### src/rtl/mul4_seq_ctrl.sv
// Sequential WIDTH x WIDTH unsigned multiplier controller driving one external 4x4 multiplier.
// Optional multiply-accumulate mode (acc_clr port, guard bits) enabled by MUL4_SEQ_CTRL_MAC_EN.
module mul4_seq_ctrl #(
  parameter int unsigned WIDTH = 8,
  parameter int unsigned GUARD = 8,
`ifdef MUL4_SEQ_CTRL_MAC_EN
  localparam int unsigned ACC_W = 2 * WIDTH + GUARD
`else
  localparam int unsigned ACC_W = 2 * WIDTH + 0 * GUARD
`endif
) (
  input  logic             clk,
  input  logic             rst_n,
`ifdef MUL4_SEQ_CTRL_MAC_EN
  input  logic             acc_clr,
`endif
  input  logic             in_valid,
  output logic             in_ready,
  input  logic [WIDTH-1:0] in_a,
  input  logic [WIDTH-1:0] in_b,
  output logic [3:0]       mul_a,
  output logic [3:0]       mul_b,
  input  logic [7:0]       mul_p,
  output logic             out_valid,
  input  logic             out_ready,
  output logic [ACC_W-1:0] out_p,
  output logic             busy
);

  localparam int unsigned K     = WIDTH / 4;
  localparam int unsigned KK    = K * K;
  localparam int unsigned K_W   = $clog2(K);
  localparam int unsigned IDX_W = $clog2(KK);
  localparam int unsigned SH_W  = K_W + 3;

  typedef enum logic [1:0] {S_IDLE, S_MUL, S_DONE} state_t;

  state_t             r_state, w_state_nxt;
  logic [IDX_W-1:0]   r_idx, w_idx_nxt;
  logic [WIDTH-1:0]   r_a, r_b, w_a_nxt, w_b_nxt;
  logic [ACC_W-1:0]   r_acc, w_acc_nxt;
  logic [3:0]         r_mul_a, r_mul_b, w_mul_a_nxt, w_mul_b_nxt;
  logic               r_in_ready, r_out_valid, r_busy;
  logic               w_in_ready_nxt, w_out_valid_nxt, w_busy_nxt;

  logic [IDX_W-1:0]   w_idx_inc;
  logic [K_W:0]       w_ij;
  logic [SH_W-1:0]    w_sh;
  logic [ACC_W-1:0]   w_acc_start;

  function automatic logic [3:0] nib(input logic [WIDTH-1:0] v, input logic [K_W-1:0] k);
    return v[{k, 2'b00} +: 4];
  endfunction

  // Partial-product weight: 4*(i+j) for the pair issued this cycle.
  assign w_ij      = {1'b0, r_idx[K_W-1:0]} + {1'b0, r_idx[IDX_W-1:K_W]};
  assign w_sh      = {w_ij, 2'b00};
  assign w_idx_inc = r_idx + IDX_W'(1);

`ifdef MUL4_SEQ_CTRL_MAC_EN
  assign w_acc_start = acc_clr ? '0 : r_acc;
`else
  assign w_acc_start = '0;
`endif

  always_ff @(posedge clk) begin
    if (!rst_n) begin
      r_state     <= S_IDLE;
      r_idx       <= '0;
      r_a         <= '0;
      r_b         <= '0;
      r_acc       <= '0;
      r_mul_a     <= 4'h0;
      r_mul_b     <= 4'h0;
      r_in_ready  <= 1'b1;
      r_out_valid <= 1'b0;
      r_busy      <= 1'b0;
    end else begin
      r_state     <= w_state_nxt;
      r_idx       <= w_idx_nxt;
      r_a         <= w_a_nxt;
      r_b         <= w_b_nxt;
      r_acc       <= w_acc_nxt;
      r_mul_a     <= w_mul_a_nxt;
      r_mul_b     <= w_mul_b_nxt;
      r_in_ready  <= w_in_ready_nxt;
      r_out_valid <= w_out_valid_nxt;
      r_busy      <= w_busy_nxt;
    end
  end

  // Nibble outputs are registered one step ahead so they line up with r_idx.
  always_comb begin
    w_state_nxt     = r_state;
    w_idx_nxt       = r_idx;
    w_a_nxt         = r_a;
    w_b_nxt         = r_b;
    w_acc_nxt       = r_acc;
    w_mul_a_nxt     = 4'h0;
    w_mul_b_nxt     = 4'h0;
    w_in_ready_nxt  = r_in_ready;
    w_out_valid_nxt = r_out_valid;
    w_busy_nxt      = r_busy;

    unique case (r_state)
      S_IDLE: begin
        if (in_valid && r_in_ready) begin
          w_state_nxt    = S_MUL;
          w_a_nxt        = in_a;
          w_b_nxt        = in_b;
          w_idx_nxt      = '0;
          w_acc_nxt      = w_acc_start;
          w_mul_a_nxt    = in_a[3:0];
          w_mul_b_nxt    = in_b[3:0];
          w_in_ready_nxt = 1'b0;
          w_busy_nxt     = 1'b1;
        end
      end
      S_MUL: begin
        w_acc_nxt = r_acc + (ACC_W'(mul_p) << w_sh);
        w_idx_nxt = w_idx_inc;
        if (r_idx == IDX_W'(KK - 1)) begin
          w_state_nxt     = S_DONE;
          w_out_valid_nxt = 1'b1;
        end else begin
          w_mul_a_nxt = nib(r_a, w_idx_inc[K_W-1:0]);
          w_mul_b_nxt = nib(r_b, w_idx_inc[IDX_W-1:K_W]);
        end
      end
      S_DONE: begin
        if (out_ready) begin
          w_state_nxt     = S_IDLE;
          w_out_valid_nxt = 1'b0;
          w_busy_nxt      = 1'b0;
          w_in_ready_nxt  = 1'b1;
`ifndef MUL4_SEQ_CTRL_MAC_EN
          w_acc_nxt       = '0;
`endif
        end
      end
      default: begin
        w_state_nxt     = S_IDLE;
        w_in_ready_nxt  = 1'b1;
        w_out_valid_nxt = 1'b0;
        w_busy_nxt      = 1'b0;
      end
    endcase
  end

  assign in_ready  = r_in_ready;
  assign out_valid = r_out_valid;
  assign busy      = r_busy;
  assign mul_a     = r_mul_a;
  assign mul_b     = r_mul_b;
  assign out_p     = r_acc;

endmodule
### config.mk
export PLATFORM = sky130hd
export DESIGN_NAME = mul4_seq_ctrl
export DESIGN_NICKNAME = d
export VERILOG_FILES = /design/src/rtl/mul4_seq_ctrl.sv
export SDC_FILE = /design/constraint.sdc
export NUM_CORES = 1
export LEC_CHECK = 0
export CAP_MARGIN = 20
export CORE_MARGIN = 10
export CORE_UTILIZATION = 30
export CTS_CLUSTER_DIAMETER = 80
export DETAILED_ROUTE_END_ITERATION = 10
export GPL_TIMING_DRIVEN = 0
export PLACE_DENSITY_LB_ADDON = 0.25
export SYNTH_ARGS = -nofsm -noshare
export SYNTH_HDL_FRONTEND = slang
export SYNTH_SLANG_ARGS = --single-unit
export TNS_END_PERCENT = 1
### constraint.sdc
create_clock -name clk -period 3.6 [get_ports clk]
set_clock_uncertainty 0.2 [all_clocks]
set_input_delay 0.72 -clock clk [delete_from_list [all_inputs] [get_ports clk]]
set_output_delay 0.72 -clock clk [all_outputs]
set_load 0.02 [all_outputs]
==> impl_results.md <==
- Status: finished, final reports clean
- Initial antenna violation count: 0
- Gr ovfl total: 0
- Critical path required time: 3.60 ns
- Largest net degree at the start of global routing: 17
- Vias in the first global route: approximately 2,500
- Clock Latency Late Sink: approximately 0.3 ns
- Hold Vio Cnt, Final: 0
- Sink Count: 47
- Power Density: approximately 370 nW/um^2
- Leakage: around 0.0014 uW
- Crit-path cells: ha_2 -> buf_2 -> inv_1 -> nor2_1 -> a22o_1 -> ha_1 -> buf_2 -> a21oi_1 -> o21a_1 -> o2111ai_1 -> xnor2_1 -> a22o_1
- CP Class: reg -> reg
- P&R area growth vs syn: 28.7%
- First-pass GRT wire length: about 12,000 um
- CP top delay family: compound AO/OA/AOI/OAI gates
- Worst Tran Pin Value: 0.610 ns
- Synth Warn #: 0
- Antenna cells: 0
- Fin crit period: between 3 and 4 ns
- Final Wtd Congestion: a little over 0.9
- Final WL: approximately 7800 um
- Routed Antenna Nets: 0
- Final cell utilization of the core: about two fifths
- Synth Register Bits: 47
- Number of fill cells: slightly below 1,000
- Nets: between 400 and 500
- Syn Area/Cell: 8.35 um^2
- Number of setup buffers added after CTS: 0
- Max-slew violations: 0
- Mapped Cells: roughly 330
- CTS max path bufs: 2
- DR vias/cell: roughly 4.9
- Ys async rst share: 0%
- Slew headroom: 59.2%
- Number of port buffers: 54
- Crit path largest cell delay: 0.43 ns
- HP Class: reg -> reg
- Post-synth EDFFs: 0
- TNS Setup: 0 ns
- Area of the multi-input gates: between 1500 and 2000 um^2
- Post-Syn Area: around 2800 um^2
- Slowest CP cell: dfxtp_2
- Row Count: 35
- Die area: about 13,000 um^2
- Net Count, Synth: about 380
- Num CTS Buffers: 5
- Maximum vdd ir drop: about 0.00017 V
- Initial Util: approximately 30%
- Die Y: between 100 and 150 um
- Initial DRC count: between 100 and 150
- Post-route DRC: 0
- WP data arrival: between 3 and 4 ns
- Via count: around 2,500
- Clock Tree Root: clkbuf_8
- GRT Total Usage: a little under an eighth
- CORE AREA: 9110 um^2
- Register area: ~940 um^2
- Largest fanout on the critical path: 10
- Layout cell share with drive strength beyond 1: roughly a tenth
- CTS tree: built
- F_max: around 300 MHz
- Crit start category: flop
- Average routed wire per standard cell: between 15 and 20 um
- Top FF cell, synth: dfxtp_1
- Setup Viol. Count Final: 0
- Chip Width: 116 um
- CTS clk-pin slew, worst paths: 0.10 ns
- Level count of the clock H-tree: 2
- # IOs: 55
- Fin crit share: 91.8%
- Unrepaired setup endpoints after global routing: no
- Sequential element share of the synthesized area: roughly a third
- Critical path buffers and inverters: 3
- Post-DP HPWL: 6010 um
- Pre-Repair DR Iteration Count: 4
- Max-Cap Viols: 0
- Crit end category: flop
- Yosys cell types: 48
==> state kept, by name (all words and copies together) (netlist names) <==
name,cells
out_valid,1
r_b,8
r_idx,2
out_p,16
r_state,2
busy,1
mul_a,4
r_a,8
in_ready,1
mul_b,4
==> metal layers <==
metal  wire (um)  global-route usage, %  vias up  part of all wire [%]
li1            -                      -     1283                     -
met1        3620                   14.5     1142                    46
met2        3680                   18.8       56                    47
met3         444                   3.24        2                   5.7
met4          41                   2.59        0                  0.53
met5           0                      0        -                     0
==> power breakdown <==
group          total, uW  switching [uW]  internal (uW)
sequential           573            21.9            551
clock                410             200            210
combinational        328             180            148
==> worst register-to-register path, stage by stage (launching register included) <==
cell and delay (ns):
dfxtp_2 0.43, ha_2 0.19, buf_2 0.23, inv_1 0.19, nor2_1 0.27, a22o_1 0.21
ha_1 0.22, buf_2 0.17, a21oi_1 0.28, o21a_1 0.26, o2111ai_1 0.20, xnor2_1 0.17
a22o_1 0.19
==> placed cells by master (no fill, tap or decap), drive strengths merged, types with 11 or more instances in the layout <==
cell	instances
a21boi	18
dfxtp	47
clkdlybuf4s50	54
nor2	19
ha	16
a21oi	24
o21ai	16
inv	11
buf	13
nand2	61
==> logic make-up after synthesis <==
logic type | share of synthesized area, %
XOR/XNOR | 4.11
flip-flops | 33.9
multiplexers | 4.69
AND/OR/NAND/NOR | 20.3
buffers and inverters | 5.05
adder cells (fa/ha/maj) | 7.94
AO/OA/AOI/OAI | 24.0
==> worst paths after layout <==
check,from,end,slack [ns],cells after the start
max,r_idx[0],out_p[15],0.30,12
min,r_b[4],r_b[4],0.27,2
max reg2reg,r_idx[0],out_p[15],0.30,12
min reg2reg,r_b[4],r_b[4],0.27,2
==> cell type report <==
type                    count  share of cell area, %
multi-input cells         257                   47.5
flip-flops and latches     47                   26.4
repair buffers             54                   15.2
well taps                 111                   3.89
plain buffers              17                   2.77
clock buffers               5                   1.93
clock inverters             3                   1.30
inverters                  10                   1.05
==> per-stage QoR <==
stage          hold WS [ns]  cells  setup WS [ns]  area (um^2)  power, uW
2_1_floorplan         0.240    332          0.554         2770        792
3_3_place_gp          0.249    497         0.0607         3450        910
3_5_place_dp          0.256    497       -0.00527         3450        914
4_1_cts               0.271    505         0.0563         3570       1330
5_1_grt               0.286    504         0.0770         3570       1380
6_report              0.266    504          0.296         3570       1310
==> what timing repair did <==
action	4_1_cts	5_1_grt
gates resized for setup	1	1
setup endpoints to repair	2	7
hold buffers	0	0
pin swaps	0	0
==> synth_stat cells (all sizes together) (4+ instances only) <==
| cell | number | area share, % |
|---|---|---|
| a21oi | 24 | 4.6 |
| a21boi | 18 | 4.9 |
| xor2 | 6 | 1.9 |
| ha | 16 | 7.2 |
| a22o | 6 | 1.9 |
| dfxtp | 47 | 34 |
| nor2 | 19 | 2.6 |
| o211ai | 6 | 1.8 |
| mux2i | 4 | 1.4 |
| o21ai | 16 | 3.0 |
| nand3 | 7 | 1.3 |
| a211oi | 4 | 1.3 |
| mux2 | 8 | 3.2 |
| and2 | 9 | 2.0 |
| nand2 | 61 | 8.3 |
| inv | 10 | 1.4 |
| a21o | 4 | 1.1 |
| nor3 | 5 | 1.9 |
| xnor2 | 7 | 2.2 |
| buf | 14 | 3.2 |
| nor2b | 9 | 2.0 |
| clkbuf | 4 | 0.54 |
| a22oi | 5 | 1.4 |
No activity file was read; power rests on OpenSTA's default activity.
